### config.mk
export PLATFORM = sky130hd
export DESIGN_NAME = serial_out
export DESIGN_NICKNAME = d
export VERILOG_FILES = /design/src/rtl/serial_out.sv
export SDC_FILE = /design/constraint.sdc
export NUM_CORES = 1
export LEC_CHECK = 0
export BUFFER_PORTS_ARGS = -buffer_cell sky130_fd_sc_hd__buf_2
export CORE_UTILIZATION = 35
export DETAILED_ROUTE_END_ITERATION = 8
export SLEW_MARGIN = 10
export SYNTH_ARGS = -nofsm -noshare
export SYNTH_HDL_FRONTEND = slang
export SYNTH_SLANG_ARGS = --single-unit
### constraint.sdc
create_clock -name CLK -period 10.15 [get_ports CLK]
set_input_delay 0.5075 -clock CLK [delete_from_list [all_inputs] [get_ports CLK]]
set_output_delay 0.5075 -clock CLK [all_outputs]
set_load 0.005 [all_outputs]
### src/rtl/serial_out.sv
// serial_out: streams stored data points out of RAM one bit at a time, LSB first.
// Each data point is (feat+1)*WORD_BITS bits wide and lives at consecutive RAM
// addresses starting at 0. A transfer is started with `start`, each word is
// fetched, loaded into a shift register and presented over a valid/ready bit
// interface, and `done` is raised once the last bit of the last word has been
// accepted by the sink.
module serial_out #(
    parameter int ADDR_WIDTH = 12,
    parameter int DATA_WIDTH = 192,
    parameter int WORD_BITS  = 16
) (
    input  logic                  CLK,
    input  logic                  RST,
    input  logic                  start,
    input  logic [ADDR_WIDTH-1:0] num_dp,
    input  logic [3:0]            feat,
    output logic                  rd_en,
    output logic [ADDR_WIDTH-1:0] addr,
    input  logic [DATA_WIDTH-1:0] rd_data,
    output logic                  ser,
    output logic                  ser_valid,
    input  logic                  ser_ready,
    output logic                  sof,
    output logic                  busy,
    output logic                  done
);

    // Largest feature index that still fits in one RAM word (11 for 192/16).
    localparam int MAX_FEAT = DATA_WIDTH / WORD_BITS - 1;

    typedef enum logic [2:0] {
        S_IDLE,
        S_FETCH,
        S_WAIT,
        S_SHIFT,
        S_DONE
    } state_t;

    // Control state
    state_t                  state_q,    state_d;
    logic [ADDR_WIDTH-1:0]   num_dp_q,   num_dp_d;
    logic [7:0]              last_bit_q, last_bit_d;
    logic [ADDR_WIDTH-1:0]   word_idx_q, word_idx_d;
    logic [7:0]              bit_cnt_q,  bit_cnt_d;
    logic [DATA_WIDTH-1:0]   shift_q,    shift_d;

    // Registered outputs
    logic                    rd_en_q,     rd_en_d;
    logic [ADDR_WIDTH-1:0]   addr_q,      addr_d;
    logic                    ser_q,       ser_d;
    logic                    ser_valid_q, ser_valid_d;
    logic                    sof_q,       sof_d;
    logic                    busy_q,      busy_d;
    logic                    done_q,      done_d;

    // Helpers
    logic [3:0]              feat_clamped;
    logic [7:0]              last_bit_calc;
    logic [ADDR_WIDTH-1:0]   idx_next;
    logic                    bit_accept;

    // Clamp the requested feature count to what a RAM word can hold and turn it
    // into the index of the final bit of a word, so SHIFT only needs a compare.
    always_comb begin
        feat_clamped = feat;
        if ({28'd0, feat} > 32'(MAX_FEAT)) begin
            feat_clamped = 4'(MAX_FEAT);
        end
        last_bit_calc = 8'(({28'd0, feat_clamped} + 32'd1) * 32'(WORD_BITS) - 32'd1);
    end

    // Next-state logic for the transfer sequencer, plus output values derived
    // from the state being entered so that every output comes straight from a flop.
    always_comb begin
        state_d    = state_q;
        num_dp_d   = num_dp_q;
        last_bit_d = last_bit_q;
        word_idx_d = word_idx_q;
        bit_cnt_d  = bit_cnt_q;
        shift_d    = shift_q;

        idx_next   = word_idx_q + ADDR_WIDTH'(1);
        bit_accept = ser_valid_q && ser_ready;

        case (state_q)
            S_IDLE, S_DONE: begin
                if (start) begin
                    num_dp_d   = num_dp;
                    last_bit_d = last_bit_calc;
                    word_idx_d = '0;
                    if (num_dp == '0) begin
                        state_d = S_DONE;
                    end else begin
                        state_d = S_FETCH;
                    end
                end
            end
            S_FETCH: begin
                state_d = S_WAIT;
            end
            S_WAIT: begin
                shift_d   = rd_data;
                bit_cnt_d = '0;
                state_d   = S_SHIFT;
            end
            S_SHIFT: begin
                if (bit_accept) begin
                    shift_d = shift_q >> 1;
                    if (bit_cnt_q == last_bit_q) begin
                        bit_cnt_d  = '0;
                        word_idx_d = idx_next;
                        if (idx_next < num_dp_q) begin
                            state_d = S_FETCH;
                        end else begin
                            state_d = S_DONE;
                        end
                    end else begin
                        bit_cnt_d = bit_cnt_q + 8'd1;
                    end
                end
            end
            default: begin
                state_d = S_IDLE;
            end
        endcase

        rd_en_d     = (state_d == S_FETCH);
        addr_d      = (state_d == S_FETCH) ? word_idx_d : addr_q;
        ser_valid_d = (state_d == S_SHIFT);
        ser_d       = ser_valid_d && shift_d[0];
        sof_d       = ser_valid_d && (bit_cnt_d == 8'd0);
        busy_d      = (state_d == S_FETCH) || (state_d == S_WAIT) || (state_d == S_SHIFT);
        done_d      = (state_d == S_DONE);
    end

    // State and output registers; reset abandons any partial word.
    always_ff @(posedge CLK or posedge RST) begin
        if (RST) begin
            state_q     <= S_IDLE;
            num_dp_q    <= '0;
            last_bit_q  <= '0;
            word_idx_q  <= '0;
            bit_cnt_q   <= '0;
            shift_q     <= '0;
            rd_en_q     <= 1'b0;
            addr_q      <= '0;
            ser_q       <= 1'b0;
            ser_valid_q <= 1'b0;
            sof_q       <= 1'b0;
            busy_q      <= 1'b0;
            done_q      <= 1'b0;
        end else begin
            state_q     <= state_d;
            num_dp_q    <= num_dp_d;
            last_bit_q  <= last_bit_d;
            word_idx_q  <= word_idx_d;
            bit_cnt_q   <= bit_cnt_d;
            shift_q     <= shift_d;
            rd_en_q     <= rd_en_d;
            addr_q      <= addr_d;
            ser_q       <= ser_d;
            ser_valid_q <= ser_valid_d;
            sof_q       <= sof_d;
            busy_q      <= busy_d;
            done_q      <= done_d;
        end
    end

    assign rd_en     = rd_en_q;
    assign addr      = addr_q;
    assign ser       = ser_q;
    assign ser_valid = ser_valid_q;
    assign sof       = sof_q;
    assign busy      = busy_q;
    assign done      = done_q;

endmodule
# Yosys cells after proc, flatten, opt, wreduce, memory -nomap -nowiden
# Index checks and enable logic that the tools add are counted.
# word_totals
ff_bits	253
in_bits	212
# op_classes
reduce_logical	12
n_lt_le_gt_ge	2
mux	16
n_addsub	4
n_eq_ne	10
# ops
operator	n
$pmux W192 S2	1
$mux W192	1
$mux W12	3
$pmux W12 S2	1
$mux W8	2
$pmux W8 S2	1
$mux W3	5
$add A12 B1 Y12 const B	1
$eq A3 B2 Y1 const B	4
$logic_not A12 Y1	1
$lt A12 B12 Y1	1
$pmux W3 S4	1
$add A8 B1 Y8 const B	1
$eq A8 B8 Y1	1
$logic_not A8 Y1	1
$sub A8 B1 Y8 const B	1
$eq A3 B1 Y1 const B	2
$eq A3 B3 Y1 const B	2
$add A4 B1 Y4 const B	1
$gt A4 B4 Y1 const B	1
$mux W4	1
$reduce_and A2 Y1	2
$logic_and A1 B1 Y1	3
$logic_not A3 Y1	1
4 further kinds	5

# Longest topological paths before layout
# depth
word_depth	9
depth_mapped	12
mapped_depth_nobuf	11

# Worst setup path after synthesis
# No wires, ideal clock.
# synth_timing
path_kind	register to register
from	register word_idx_q[0]
to	register addr_q[0], in the netlist addr[0]
slack_ns	7.373
setup_time_ns	0.125
path_buffers	1
t_required_ns	10.025
path_stages_with_launch	13
arrival_ns	2.652
synth_period_minus_slack_ns	2.777
path_cell_list	dfrtp_1 -> ha_1 -> nand3_1 -> nor2_1 -> nand3_1 -> xnor2_1 -> ha_1 -> nand4_1 -> o221ai_1 -> a211oi_4 -> o21ai_4 -> buf_8 -> mux2_4
# synth_between
elab_chain_cells	7
# synth_rtl
element	line	source
start: declaration	43	logic [ADDR_WIDTH-1:0] word_idx_q, word_idx_d;
start signal: assignment	156	word_idx_q <= word_idx_d;
$add A12 B1 Y12	82	idx_next = word_idx_q + ADDR_WIDTH'(1);
$lt A12 B12 Y1	112	if (idx_next < num_dp_q) begin
$mux W3	112	
$mux W3	109	if (bit_cnt_q == last_bit_q) begin
$mux W3	107	if (bit_accept) begin
$pmux W3 S4	85	case (state_q)
$eq A3 B1 Y1	128	addr_d = (state_d == S_FETCH) ? word_idx_d : addr_q;
end signal: assignment	160	addr_q <= addr_d;
end: declaration	49	logic [ADDR_WIDTH-1:0] addr_q, addr_d;
# Parallel ways exist; a longest one is shown, timed or not.
# A chain may end at the register's enable or synchronous reset.

# Worst setup path in the final report
# layout_timing
from	register state_q[2]
to	register shift_q[117]
# layout_between
elab_chain_cells	3
# layout_rtl
element	line	source
start: declaration	40	state_t state_q, state_d;
start signal: assignment	153	state_q <= state_d;
$eq A3 B2 Y1	85	
$ne A2 B2 Y1 (no source line) / $reduce_bool A2 Y1 (equally long branches)	--	
$reduce_and A2 Y1 (no source line)	--	
end signal: assignment	158	shift_q <= shift_d;
end: declaration	45	logic [DATA_WIDTH-1:0] shift_q, shift_d;
# Parallel ways exist; a longest one is shown, timed or not.

==> flow_summary_export.csv <==
group,metric,value,unit
run_status,status,"completed",
setup_path,cp_max_fo,112,
floorplan,die_h,180.1,microns
drt,routed_via_density,5.042,
setup_path,reg2reg_slack,6.61,ns
timing,period_minus_slack,3.536,ns
synthesis,synth_area_leader_cell,"dfrtp_1",
run,maxCapViolCount,0,
floorplan,num_rows,64,
clocking,cts_setup_buffers,0,
synthesis,yosysTopAreaCellShare,0.5635,
final_layout,area_delta_synth_final,21.19,%
clocking,htreeDepth,1,
synthesis,ys_top_cells_by_area,"dfrtp_1 56%, nand2_1 14%, a22oi_1 13%",
grt,grt_overflow_total,0,
drt,first_pass_iters,6,
drt,ant_nets,0,
floorplan,io_pins,230,
timing,relSlewSlack,0.2156,
setup_path,crit_slowest_cell,"buf_4",
floorplan,dieArea,32440,sq um
placed_design,gp_congestion,0.8100,
synthesis,ys_async_sr_fraction,1.000,
power,peakVddDrop,0.0001293,V
final_layout,drive_above_1_share,0.2426,
synthesis,ys_seq_area_frac,0.5635,
timing,max_slew.worst_pin.slew,1.177,ns
setup_path,required,10.64,ns
final_layout,fillers,3026,
floorplan,die_w,180.1,microns
setup_path,crit_top_cell,"buf_4",
hold_path,hold_class,"in -> async",
clocking,cts_made_buffers,29,
setup_path,crit_chain,"nand2b_1 > nor2_4 > buf_4 > nor2_4 > buf_4 > buf_4 > nand2_1 > nand2_1",
synthesis,avgSynthCellArea,9.799,sq um
setup_path,r2r_start,"state_q[2]$_DFF_PP0_",
drt,drt-initial-drc-count,710,
synthesis,syn_nets,1358,
synthesis,syn_area,11100,sq um
grt,antenna_found_initial,9,
clocking,cts_tree,"yes",
floorplan,coreArea,30910,sq um
power,powerDensity,173.1,nW/um^2
drt,via_count,8814,
setup_path,max_stage_delay,0.88,ns
timing,setup_viol,0,
grt,grt_pass1_vias,8819,
clocking,clock_latency,0.55,ns
drt,wl,27.58,mm
timing,hold_viol_final,0,
final_layout,final_net_count,1554,
timing,fin_setup_tns,0,ns
placed_design,place_area,12540,sq um
power,p_leak,7.268,nW
drt,wire_per_inst,15.78,microns
floorplan,initial_core_util,0.3592,
timing,fmax,282.8,MHz
synthesis,ys_warn_count,0,
clocking,cts.sinks,250,
placed_design,numPortBuffers,229,
timing,finClkSkew,0.01958,ns
grt,grt_max_degree,130,
final_layout,finish.instance_area,13450,sq um
synthesis,synthFlopType,"dfrtp_1",
setup_path,crit_start,"state_q[2]$_DFF_PP0_",
synthesis,yosys_register_bits,250,
synthesis,ys_types,54,
clocking,cts_resized,0,
clocking,cts_hold_buf,0,
timing,finalCritPeriodShare,0.3484,
grt,grt_pass1_wl,45.92,mm
synthesis,syn_inst,1133,
setup_path,worstSetupPathType,"reg -> reg",
timing,slew_viol_final,0,
drt,route.detailed.drc,0,
setup_path,worstSetupEndpoint,"shift_q[117]$_DFFE_PP0P_",
grt,grt_use_total,0.1707,
synthesis,synth_edf_count,0,
clocking,clk_pin_slew,0.06,ns
clocking,cts-root-buf,"clkbuf_16",
timing,whs,0.1289,ns
power,total_power,2.329,mW
setup_path,critPathLaunchType,"flop",
setup_path,r2r-end,"shift_q[117]$_DFFE_PP0P_",
setup_path,crit_path_end_kind,"flop",
setup_path,cp.arrival,4.02,ns
clocking,clk_path_buf_depth,3,
timing,rsz0062_at_grt,"false",
placed_design,dp_hpwl,17.49,mm
final_layout,final_util,0.4353,
setup_path,rr_worst_depth,8,
state kept, by name, summed over array words and instances, names as in the netlist:
| signal | flops |
|---|---|
| shift_q | 192 |
| addr | 12 |
| num_dp_q | 12 |
| word_idx_q | 12 |
| bit_cnt_q | 8 |
| last_bit_q | 5 |
| state_q | 3 |
| busy | 1 |
| done | 1 |
| rd_en | 1 |
| ser | 1 |
| ser_valid | 1 |
| sof | 1 |
how the worst min path moves through the flow:
stage               slack, ns                       end  cells past startpoint
finish                   0.13  shift_q[125]$_DFFE_PP0P_                      2
global route             0.17  shift_q[108]$_DFFE_PP0P_                      3
CTS                      0.16   shift_q[52]$_DFFE_PP0P_                      3
detailed placement       0.45      shift_q[0]$_DFF_PP0_                      2
global placement         0.45      shift_q[0]$_DFF_PP0_                      2
floorplan                0.43      shift_q[0]$_DFF_PP0_                      2
Yosys cell counts (all sizes together) (8+ instances only):
cell / number
a21o: 8
inv: 20
ha: 13
clkbuf: 60
nor2: 12
xnor2: 10
nand3: 15
nand2: 420
a21oi: 11
mux2: 25
a22oi: 192
buf: 12
o21ai: 16
dfrtp: 250
critical path, delay by kind of cell, from the launching register on:
family / cells / cell delay, ns
buf+inv: 3 / 2.10
simple gates: 5 / 0.90
flops: 1 / 0.40
routing by layer:
layer	vias to the layer above	GRT usage	routed length (microns)	part of all wire
met5	-	0	28	0.0010
met4	6	0.04855	636	0.023
met3	41	0.04931	2059	0.075
met2	229	0.2609	12400	0.45
met1	4213	0.2354	12450	0.45
li1	4325	-	-	-
placed cells by master (no fill, tap or decap), types with 4 or more instances in the layout:
cell type and n:
mux2_2 16, ha_1 13, nor4_1 6, a22oi_1 191
xor2_1 5, buf_4 8, nor2_4 4, nor2_1 8
a21o_1 8, clkbuf_1 5, or3_1 4, inv_1 19
nand4_1 5, dfrtp_1 250, and3_1 7, clkinv_2 5
xnor2_1 10, mux2_4 9, nand2_1 420, o21ai_0 15
buf_2 229, a21oi_1 11, diode_2 4, nand3_1 14
clkbuf_8 8, clkbuf_16 29
power by group:
part           total [mW]  switching (mW)  internal, mW
sequential           1.11          0.0520          1.06
clock               0.994           0.415         0.579
combinational       0.226           0.135        0.0906
logic make-up after synthesis:
| logic type | share of synthesized area |
|---|---|
| adder cells (fa/ha/maj) | 0.01465 |
| AO/OA/AOI/OAI | 0.1698 |
| buffers and inverters | 0.03257 |
| XOR/XNOR | 0.01183 |
| AND/OR/NAND/NOR | 0.1783 |
| flip-flops | 0.5635 |
| multiplexers | 0.02930 |
per-stage QoR:
step	worst slack (ns)	cells
floorplan	2.771	1133
global placement	6.592	1694
detailed placement	6.571	1694
CTS	6.555	1744
global route	6.257	1747
finish	6.614	1748
final cells by class:
type / count / area [sq um] / area share
Timing Repair Buffer: 237 / 1206 / 0.08965
Clock inverter: 8 / 50.05 / 0.003720
Sequential cell: 250 / 6256 / 0.4650
Tap cell: 396 / 495.5 / 0.03683
Clock buffer: 42 / 854.6 / 0.06352
Multi-Input combinational cell: 791 / 4499 / 0.3344
Antenna cell: 4 / 10.01 / 0.0007440
Inverter: 20 / 82.58 / 0.006138
(Power assumes the default switching activity.)
